==> src/rtl/sweep_if.sv <==
// Bundle between the lighthouse frame sequencer and its surroundings:
// lock/sync/capture status in, frame register and host handshake out.
interface sweep_if;
   logic        locked;
   logic        sync_in;
   logic        back_porch;
   logic [3:0]  cap_ready;
   logic [63:0] cap_center;
   logic        host_ack;
   logic        mask_en;
   logic        clr_ready;
   logic [63:0] frame_data;
   logic [3:0]  frame_valid;
   logic        frame_axis;
   logic [7:0]  frame_seq;
   logic        data_ready;
   logic        overrun;
   logic [7:0]  drop_count;

   modport slave (
      input  locked, sync_in, back_porch, cap_ready, cap_center, host_ack,
      output mask_en, clr_ready, frame_data, frame_valid, frame_axis,
             frame_seq, data_ready, overrun, drop_count
   );

   modport master (
      output locked, sync_in, back_porch, cap_ready, cap_center, host_ack,
      input  mask_en, clr_ready, frame_data, frame_valid, frame_axis,
             frame_seq, data_ready, overrun, drop_count
   );
endinterface

==> src/rtl/sweep_sequencer.sv <==
// Frame-level controller: classifies sync flashes, opens the sweep window,
// latches the four capture centres and hands frames to the host.
//
// state     | meaning
// ----------+-----------------------------------------------------------
// UNLOCKED  | lock timer not locked; nothing happens
// WAIT_SYNC | locked, waiting for the rising edge of a sync flash
// MEASURE   | sync flash in progress, pulse length being counted
// SWEEP     | capture window open (mask_en), waiting for frame complete
module sweep_sequencer #(
   parameter int               CNT_W       = 16,
   parameter logic [CNT_W-1:0] MIN_PULSE   = 16'd1000,
   parameter logic [CNT_W-1:0] AXIS_THRESH = 16'd4700
) (
   input logic       clk,
   input logic       rst_n,
   sweep_if.slave    bus
);

   typedef enum logic [1:0] {
      UNLOCKED  = 2'd0,
      WAIT_SYNC = 2'd1,
      MEASURE   = 2'd2,
      SWEEP     = 2'd3
   } state_t;

   state_t           state_q, state_d;
   logic             sync_q;
   logic [CNT_W-1:0] plen_q, plen_d;
   logic             axis_q, axis_d;
   logic             mask_en_q;
   logic [63:0]      frame_data_q;
   logic [3:0]       frame_valid_q;
   logic             frame_axis_q;
   logic [7:0]       frame_seq_q;
   logic             data_ready_q;
   logic             overrun_q;
   logic [7:0]       drop_count_q;

   logic        rise, fall;
   logic        clr_ready;
   logic        latch;
   logic        publish;
   logic        drop;
   logic [63:0] lanes;

   assign rise    = bus.sync_in & ~sync_q;
   assign fall    = ~bus.sync_in & sync_q;
   assign publish = latch & (~data_ready_q | bus.host_ack);
   assign drop    = latch & ~publish;

   always_comb begin
      lanes = '0;
      for (int i = 0; i < 4; i++) begin
         lanes[16*i +: 16] = bus.cap_ready[i] ? bus.cap_center[16*i +: 16] : 16'hFFFF;
      end
   end

   always_comb begin
      state_d   = state_q;
      plen_d    = plen_q;
      axis_d    = axis_q;
      clr_ready = 1'b0;
      latch     = 1'b0;
      if (!bus.locked) begin
         state_d = UNLOCKED;
      end else begin
         case (state_q)
            UNLOCKED: state_d = WAIT_SYNC;
            WAIT_SYNC: begin
               if (rise) begin
                  state_d = MEASURE;
                  plen_d  = CNT_W'(1);
               end
            end
            MEASURE: begin
               if (fall) begin
                  if (plen_q < MIN_PULSE) begin
                     state_d = WAIT_SYNC;
                  end else begin
                     axis_d    = (plen_q >= AXIS_THRESH);
                     clr_ready = 1'b1;
                     state_d   = SWEEP;
                  end
               end else if (bus.sync_in && (plen_q != '1)) begin
                  plen_d = plen_q + CNT_W'(1);
               end
            end
            SWEEP: begin
               if ((bus.cap_ready == 4'hF) || bus.back_porch || rise) begin
                  latch = 1'b1;
                  // A new flash closes the frame and is measured straight away
                  if (rise) begin
                     state_d = MEASURE;
                     plen_d  = CNT_W'(1);
                  end else begin
                     state_d = WAIT_SYNC;
                  end
               end
            end
            default: state_d = UNLOCKED;
         endcase
      end
   end

   always_ff @(posedge clk or negedge rst_n) begin
      if (!rst_n) begin
         state_q       <= UNLOCKED;
         sync_q        <= 1'b0;
         plen_q        <= '0;
         axis_q        <= 1'b0;
         mask_en_q     <= 1'b0;
         frame_data_q  <= '0;
         frame_valid_q <= '0;
         frame_axis_q  <= 1'b0;
         frame_seq_q   <= '0;
         data_ready_q  <= 1'b0;
         overrun_q     <= 1'b0;
         drop_count_q  <= '0;
      end else begin
         state_q   <= state_d;
         sync_q    <= bus.sync_in;
         plen_q    <= plen_d;
         axis_q    <= axis_d;
         mask_en_q <= (state_d == SWEEP);
         if (latch) begin
            frame_seq_q <= frame_seq_q + 8'd1;
         end
         if (publish) begin
            frame_data_q  <= lanes;
            frame_valid_q <= bus.cap_ready;
            frame_axis_q  <= axis_q;
            data_ready_q  <= 1'b1;
            overrun_q     <= 1'b0;
         end else if (bus.host_ack && data_ready_q) begin
            data_ready_q <= 1'b0;
            overrun_q    <= 1'b0;
         end
         if (drop) begin
            overrun_q <= 1'b1;
            if (drop_count_q != 8'hFF) begin
               drop_count_q <= drop_count_q + 8'd1;
            end
         end
      end
   end

   assign bus.mask_en     = mask_en_q;
   assign bus.clr_ready   = clr_ready;
   assign bus.frame_data  = frame_data_q;
   assign bus.frame_valid = frame_valid_q;
   assign bus.frame_axis  = frame_axis_q;
   assign bus.frame_seq   = frame_seq_q;
   assign bus.data_ready  = data_ready_q;
   assign bus.overrun     = overrun_q;
   assign bus.drop_count  = drop_count_q;

endmodule

==> src/flat_wrapper.sv <==
// flat-port wrapper written by rule: the top's interface ports become plain ports
module sweep_sequencer_flat 
#(
   parameter int               CNT_W       = 16,
   parameter logic [CNT_W-1:0] MIN_PULSE   = 16'd1000,
   parameter logic [CNT_W-1:0] AXIS_THRESH = 16'd4700
)
  (clk, rst_n, bus_locked, bus_sync_in, bus_back_porch, bus_cap_ready, bus_cap_center, bus_host_ack, bus_mask_en, bus_clr_ready, bus_frame_data, bus_frame_valid, bus_frame_axis, bus_frame_seq, bus_data_ready, bus_overrun, bus_drop_count);
  sweep_if bus_i ();
  input logic clk;
  input logic rst_n;
  input wire logic [$bits(bus_i.locked)-1:0] bus_locked;
  input wire logic [$bits(bus_i.sync_in)-1:0] bus_sync_in;
  input wire logic [$bits(bus_i.back_porch)-1:0] bus_back_porch;
  input wire logic [$bits(bus_i.cap_ready)-1:0] bus_cap_ready;
  input wire logic [$bits(bus_i.cap_center)-1:0] bus_cap_center;
  input wire logic [$bits(bus_i.host_ack)-1:0] bus_host_ack;
  output wire logic [$bits(bus_i.mask_en)-1:0] bus_mask_en;
  output wire logic [$bits(bus_i.clr_ready)-1:0] bus_clr_ready;
  output wire logic [$bits(bus_i.frame_data)-1:0] bus_frame_data;
  output wire logic [$bits(bus_i.frame_valid)-1:0] bus_frame_valid;
  output wire logic [$bits(bus_i.frame_axis)-1:0] bus_frame_axis;
  output wire logic [$bits(bus_i.frame_seq)-1:0] bus_frame_seq;
  output wire logic [$bits(bus_i.data_ready)-1:0] bus_data_ready;
  output wire logic [$bits(bus_i.overrun)-1:0] bus_overrun;
  output wire logic [$bits(bus_i.drop_count)-1:0] bus_drop_count;
  assign bus_i.locked = bus_locked;
  assign bus_i.sync_in = bus_sync_in;
  assign bus_i.back_porch = bus_back_porch;
  assign bus_i.cap_ready = bus_cap_ready;
  assign bus_i.cap_center = bus_cap_center;
  assign bus_i.host_ack = bus_host_ack;
  assign bus_mask_en = bus_i.mask_en;
  assign bus_clr_ready = bus_i.clr_ready;
  assign bus_frame_data = bus_i.frame_data;
  assign bus_frame_valid = bus_i.frame_valid;
  assign bus_frame_axis = bus_i.frame_axis;
  assign bus_frame_seq = bus_i.frame_seq;
  assign bus_data_ready = bus_i.data_ready;
  assign bus_overrun = bus_i.overrun;
  assign bus_drop_count = bus_i.drop_count;
  sweep_sequencer #(.CNT_W(CNT_W), .MIN_PULSE(MIN_PULSE), .AXIS_THRESH(AXIS_THRESH)) u_core (.clk(clk), .rst_n(rst_n), .bus(bus_i));
endmodule
==> config.mk <==
export PLATFORM = sky130hd
export DESIGN_NAME = sweep_sequencer_flat
export DESIGN_NICKNAME = d
export VERILOG_FILES = /design/src/rtl/sweep_if.sv /design/src/rtl/sweep_sequencer.sv /design/src/flat_wrapper.sv
export SDC_FILE = /design/constraint.sdc
export NUM_CORES = 1
export LEC_CHECK = 0
export BUFFER_PORTS_ARGS = -buffer_cell sky130_fd_sc_hd__buf_2
export CELL_PAD_IN_SITES_DETAIL_PLACEMENT = 0
export CELL_PAD_IN_SITES_GLOBAL_PLACEMENT = 1
export CORE_ASPECT_RATIO = 2
export CORE_UTILIZATION = 30
export DETAILED_ROUTE_END_ITERATION = 7
export GPL_TIMING_DRIVEN = 0
export HOLD_SLACK_MARGIN = 0.08
export PLACE_DENSITY_LB_ADDON = 0.1
export SKIP_LAST_GASP = 1
export SLEW_MARGIN = 0
export SYNTH_ARGS = -nofsm -noshare
export SYNTH_HDL_FRONTEND = slang
export SYNTH_SLANG_ARGS = --single-unit
==> constraint.sdc <==
create_clock -name clk -period 3.55 [get_ports clk]
set_clock_uncertainty 0.1 [all_clocks]
set_input_delay 0.1775 -clock clk [delete_from_list [all_inputs] [get_ports clk]]
set_output_delay 0.1775 -clock clk [all_outputs]
set_load 0.03 [all_outputs]
Word level (Yosys, flattened, before mapping)

Cells that the tools add are included.
Widths: inputs -> output; s select.

Add/subtract/negate cells: 3
Order comparisons: 2
Eq/ne operators: 10
Mux-type cells: 27
Bitwise operators: 10
Reduce and logical (&&, ||, !) cells: 11

Operators by type and width:

| operator              | count |
|---|---|
| $mux 16               | 8 |
| $pmux 16 s3           | 1 |
| $add 16x1->16 const B | 1 |
| $add 8x1->8 const B   | 2 |
| $ge 16x13->1 const B  | 1 |
| $lt 16x10->1 const B  | 1 |
| $ne 16x16->1 const B  | 1 |
| $mux 2                | 6 |
| $mux 1                | 11 |
| $ne 8x8->1 const B    | 1 |
| $pmux 2 s4            | 1 |
| $eq 2x2->1 const B    | 3 |
| $reduce_bool 3->1     | 2 |
| $not 1->1             | 5 |
| $reduce_and 5->1      | 1 |
| $and 1x1->1           | 4 |
| $eq 4x4->1 const B    | 1 |
| $ne 2x1->1 const B    | 2 |
| $reduce_and 4->1      | 1 |
| $eq 2x1->1 const B    | 1 |
| $logic_and 1x1->1     | 2 |
| $logic_not 2->1       | 1 |
| $logic_or 1x1->1      | 2 |
| $ne 2x2->1 const B    | 1 |
| other kinds (3)       | 3 |

Bits in registers: 108
Input bits: 74
Output and inout bits: 89

Depth between registers and ports, before layout

Depth in word-level cells: 10
Mapped depth: 7

Least setup slack after synthesis

No wires, ideal clock.

Path type: reg-to-reg
From: reg u_core.state_q[0]
To: reg u_core.axis_q
Library setup time: 0.161 ns
Data arrival time: 1.808 ns
Required time: 3.289 ns
Setup slack: 1.482 ns
Stages on the path, launching flop included: 5
Period minus slack after synthesis: 2.068 ns
Path through: dfrtp_1 > and2b_1 > or3b_2 > nor2b_1 > o32ai_1

Longest elaborated chain between the ends: 2

RTL lines:

| item                              | RTL line               | source |
|---|---|---|
| start, declared                   | sweep_sequencer.sv:27  | `state_t state_q, state_d;` |
| start signal, assigned            | sweep_sequencer.sv:121 | `state_q <= state_d;` |
| $eq 2x2->1                        | sweep_sequencer.sv:68  | `case (state_q)` |
| $reduce_and 4->1 (no source line) | n/a                    |  |
| end signal, assigned              | sweep_sequencer.sv:124 | `axis_q <= axis_d;` |
| end, declared                     | sweep_sequencer.sv:30  | `logic axis_q, axis_d;` |

Every way passes these cells.
A chain may end at the register's enable or synchronous reset.

Final worst setup path

From: in bus_sync_in
To: reg u_core.frame_data_q[3] (netlist: u_core.bus.frame_data[3])

Longest elaborated chain between the ends: 6

RTL lines:

| item                 | RTL line               | source |
|---|---|---|
| start, declared      | flat_wrapper.sv:13     | `input wire logic [$bits(bus_i.sync_in)-1:0] bus_sync_in;` |
| $and 1x1->1          | sweep_sequencer.sv:47  | `assign rise = bus.sync_in & ~sync_q;` |
| $logic_or 1x1->1     | sweep_sequencer.sv:90  | `if ((bus.cap_ready == 4'hF) \|\| bus.back_porch \|\| rise) begin` |
| $mux 1               | sweep_sequencer.sv:90  |  |
| $mux 1               | sweep_sequencer.sv:68  |  |
| $mux 1               | sweep_sequencer.sv:65  | `if (!bus.locked) begin` |
| $and 1x1->1          | sweep_sequencer.sv:49  | `assign publish = latch & (~data_ready_q \| bus.host_ack);` |
| end signal, assigned | sweep_sequencer.sv:130 | `frame_data_q <= lanes;` |
| end, declared        | sweep_sequencer.sv:32  | `logic [63:0] frame_data_q;` |

Every way passes these cells.

==> flow_summary.rst <==
.. list-table::
   :header-rows: 1

   * - Metric
     - Value
   * - Maximum number of pins on one net before global-route repair
     - 92
   * - Number of buffers inserted by hold repair at cts
     - 92
   * - Start point of the critical path
     - bus_sync_in
   * - H-tree depth
     - 3
   * - TritonCTS clock tree
     - built
   * - Required time at the worst-slack endpoint
     - between 3 and 4 ns
   * - Largest fanout of any net on the critical path
     - 10
   * - End point of the critical path
     - u_core.bus.frame_data[3]
   * - Mean Syn Cell Area
     - a little under 10 sq um
   * - Proportion of layout cells with a drive suffix above 1
     - 0.262
   * - Tightest slew margin relative to the limit
     - 0.358
   * - Die Width
     - around 90 um
   * - Die area
     - 0.0169 sq mm
   * - Synthesized netlist net count
     - ~580
   * - Antenna Violating Nets Remaining
     - 0
   * - Area inside the core boundary
     - 0.0159 sq mm
   * - Total number of cells along the worst setup path
     - 8
   * - Sequential cell area fraction in the yosys report
     - 0.551
   * - Die height
     - around 180 um
   * - IO Count
     - approximately 160
   * - Antenna violations before repair
     - 0
   * - Detailed-route vias per instance
     - roughly 4.8
   * - CP top delay family
     - buffers and inverters
   * - Worst Reg2Reg Path Length in Cells
     - 6
   * - Overall Power
     - about 4.0 mW
   * - Setup Fix Bufs, Post-CTS
     - 0
   * - Critical path arrival
     - about 2.8 ns
   * - Worst reg-to-reg setup slack
     - about 0.9 ns
   * - 1st-iter DRT viols
     - 125
   * - Run status
     - complete, no violations
   * - Clock slew at the register clock pins of the worst setup and hold paths
     - 0.07 ns
   * - Post-synthesis cell type count
     - 49
   * - P_leak
     - roughly 3.7 nW
   * - Worst r2r src
     - u_core.sync_q
   * - Total number of vias
     - approximately 4600
   * - Critical path startpoint category
     - primary input
   * - Wire length of the first global-routing pass
     - between 20000 and 25000 um
   * - Max-cap violations
     - 0
   * - Bufs and invs on worst path
     - 5
   * - Hold Vio Cnt, Final
     - 0
   * - Overall fraction of global-route tracks in use
     - 0.189
   * - Cells resized by post-CTS repair
     - 0
   * - Critical-path cell list
     - dlygate4sd3_1 -> buf_2 -> nand2b_1 -> a211oi_2 -> buf_4 -> buf_2 -> a31oi_1 -> dlygate4sd3_1
   * - Number of synthesized flops with an enable pin
     - 0
   * - Number of nets at the end of the flow
     - between 800 and 900
   * - Classification of the worst-slack hold path
     - primary input to flip-flop
   * - Endpoint of the lowest-slack register-to-register path
     - u_core.bus.frame_data[3]
   * - # diodes
     - 0
   * - Proportion of synthesized flip-flops having asynchronous set or reset
     - 1.00
   * - Final setup violation count
     - 0
   * - Final HPWL from detailed placement
     - about 11000 um
   * - Count of filler cells inserted in the layout
     - ~1600
   * - Highest cell delay on the worst timing path
     - ~0.57 ns
   * - Unrepaired setup endpoints after global routing
     - no
   * - Transition time of the tightest slew-check pin
     - ~0.95 ns
   * - DR WL/cell
     - about 15 um
   * - Maximum buffer depth of the clock tree
     - 2
   * - Max IR drop VDD
     - 0.302 mV
   * - Slowest cell on crit path
     - sky130_fd_sc_hd__dlygate4sd3_1
   * - Starting density of the core
     - 0.309
   * - Overflow after GRT
     - 0
   * - #FFs+latches synth
     - about 110
   * - Minimum clock period
     - 2.67 ns
   * - Type of the setup path with the least slack
     - primary input to flip-flop
   * - Max Clk Rate
     - 375 MHz
   * - Residual DRC
     - 0
   * - TritonCTS buffer count
     - 9
   * - Ys flop type
     - sky130_fd_sc_hd__dfrtp_1
   * - Buffer cell driving the clock tree root
     - sky130_fd_sc_hd__clkbuf_16
   * - Row count
     - between 60 and 70
   * - Synthesis warning total
     - 0
   * - Via count of the first global-routing pass
     - approximately 5000
   * - Category of the worst setup path capture point
     - flip-flop
   * - WHS Path Cells
     - 2
   * - Routed wire length
     - between 10000 and 15000 um
   * - Power density normalized to cell area
     - 559 mW/mm^2
   * - Final total negative setup slack
     - 0 ns
   * - # port buffers
     - between 150 and 200
   * - Routability congestion estimate
     - between 0.7 and 0.8
   * - Fin. max-slew vios
     - 0
   * - Length of the first detailed-routing pass in iterations
     - 4
   * - Synth Cell Area
     - 0.00491 sq mm
   * - Clock insertion delay at the later pin of the skew report
     - around 0.35 ns
   * - Period Utilization, post-route
     - 0.752
   * - P&R area growth vs syn
     - 46.5%
   * - Clk sinks
     - around 110
   * - Count of mapped cells out of synthesis
     - between 500 and 600
==> sequential cells by signal, indices dropped and copies added, names as in the netlist <==
register,count
u_core.bus.frame_data,64
u_core.plen_q,16
u_core.bus.drop_count,8
u_core.bus.frame_seq,8
u_core.bus.frame_valid,4
u_core.state_q,2
u_core.axis_q,1
u_core.bus.data_ready,1
u_core.bus.frame_axis,1
u_core.bus.mask_en,1
u_core.bus.overrun,1
u_core.sync_q,1
==> how the worst min path moves through the flow <==
stage / startpoint / endpoint
floorplan: rst_n / u_core.axis_q
global placement: bus_sync_in / u_core.sync_q
detailed placement: rst_n / u_core.bus.frame_seq[4]
CTS: rst_n / u_core.bus.drop_count[7]
global route: bus_cap_ready[1] / u_core.bus.frame_valid[1]
finish: bus_cap_ready[0] / u_core.bus.frame_valid[0]
==> routing by layer <==
| layer | vias to the layer above | track usage | part of all wire |
|---|---|---|---|
| li1 | 2244 | - | - |
| met1 | 2245 | 0.189 | 0.37 |
| met2 | 130 | 0.361 | 0.56 |
| met3 | 29 | 0.0448 | 0.044 |
| met4 | 0 | 0.0838 | 0.032 |
| met5 | - | 0 | 0 |
==> cell type report <==
| class | instances | area [sq um] | share of cell area |
|---|---|---|---|
| clock buffer | 13 | 250 | 0.0348 |
| buffer | 28 | 135 | 0.0188 |
| inverter | 73 | 274 | 0.0381 |
| timing repair buffer | 251 | 1750 | 0.243 |
| multi-input combinational | 297 | 1790 | 0.250 |
| sequential | 108 | 2700 | 0.376 |
| tap | 201 | 251 | 0.0350 |
| clock inverter | 2 | 35.0 | 0.00487 |
==> power breakdown <==
group	switching (mW)	internal [mW]	total [mW]
Combinational	0.856	0.515	1.37
Sequential	0.152	1.48	1.63
Clock	0.447	0.563	1.01
==> Yosys cell counts (2+ instances only) <==
cell type | instances | share of area
sky130_fd_sc_hd__nand2b_1 | 9 | 0.011
sky130_fd_sc_hd__xor2_1 | 8 | 0.014
sky130_fd_sc_hd__xnor2_1 | 6 | 0.011
sky130_fd_sc_hd__nor2b_1 | 3 | 0.0038
sky130_fd_sc_hd__and3_1 | 4 | 0.0051
sky130_fd_sc_hd__dfrtp_1 | 108 | 0.55
sky130_fd_sc_hd__nand4_1 | 5 | 0.0064
sky130_fd_sc_hd__or4_1 | 7 | 0.011
sky130_fd_sc_hd__mux2_2 | 6 | 0.014
sky130_fd_sc_hd__or3_1 | 2 | 0.0025
sky130_fd_sc_hd__o311ai_0 | 2 | 0.0036
sky130_fd_sc_hd__o2111ai_1 | 2 | 0.0036
sky130_fd_sc_hd__nor2_1 | 71 | 0.054
sky130_fd_sc_hd__ha_1 | 4 | 0.010
sky130_fd_sc_hd__o31ai_1 | 5 | 0.0077
sky130_fd_sc_hd__clkbuf_1 | 8 | 0.0061
sky130_fd_sc_hd__a211oi_1 | 6 | 0.0092
sky130_fd_sc_hd__nand3_1 | 10 | 0.010
sky130_fd_sc_hd__a31oi_1 | 64 | 0.082
sky130_fd_sc_hd__buf_2 | 17 | 0.017
sky130_fd_sc_hd__o21ai_0 | 3 | 0.0031
sky130_fd_sc_hd__nor3_1 | 5 | 0.0051
sky130_fd_sc_hd__and2_1 | 5 | 0.0064
sky130_fd_sc_hd__mux2i_1 | 10 | 0.020
sky130_fd_sc_hd__inv_1 | 73 | 0.056
sky130_fd_sc_hd__a2111oi_0 | 2 | 0.0036
sky130_fd_sc_hd__a21oi_1 | 12 | 0.012
sky130_fd_sc_hd__nor4_1 | 5 | 0.0064
sky130_fd_sc_hd__nand2_1 | 23 | 0.018
sky130_fd_sc_hd__buf_4 | 2 | 0.0031
==> worst register-to-register path, cell delays in order, from the launching register on <==
cell and delay (ns):
sky130_fd_sc_hd__dfrtp_1 0.41, sky130_fd_sc_hd__nand2b_1 0.24, sky130_fd_sc_hd__a211oi_2 0.55, sky130_fd_sc_hd__buf_4 0.29, sky130_fd_sc_hd__buf_2 0.26, sky130_fd_sc_hd__a31oi_1 0.12, sky130_fd_sc_hd__dlygate4sd3_1 0.57
==> through the flow <==
stage               hold WS (ns)  instance area, sq um  std cells  setup slack, ns   util
floorplan                 -0.218                  4910        506             1.48      -
global placement           0.261                  5950        865            0.824  0.375
detailed placement       -0.0683                  5980        866             1.10  0.377
CTS                        0.116                  7190        973            0.857  0.453
global route               0.132                  7190        973            0.687  0.453
finish                     0.123                  7190        973            0.882  0.453
==> cell usage in the layout, fill, tap and decap left out, types with 11 or more instances in the layout <==
cell type and count:
sky130_fd_sc_hd__nand2_1 23, sky130_fd_sc_hd__a31oi_1 64, sky130_fd_sc_hd__dfrtp_1 108, sky130_fd_sc_hd__buf_2 174
sky130_fd_sc_hd__a21oi_1 12, sky130_fd_sc_hd__nor2_1 71, sky130_fd_sc_hd__dlygate4sd3_1 92, sky130_fd_sc_hd__clkbuf_1 11
sky130_fd_sc_hd__inv_1 73
==> cells by family after synthesis <==
family / Yosys count / synth area share
compound gates: 105 / 0.140
xor+xnor: 14 / 0.0250
fa+ha+maj: 4 / 0.0102
buf+inv: 101 / 0.0834
flops: 108 / 0.551
mux: 16 / 0.0342
simple gates: 158 / 0.157
No activity file was read; power rests on OpenSTA's default activity.
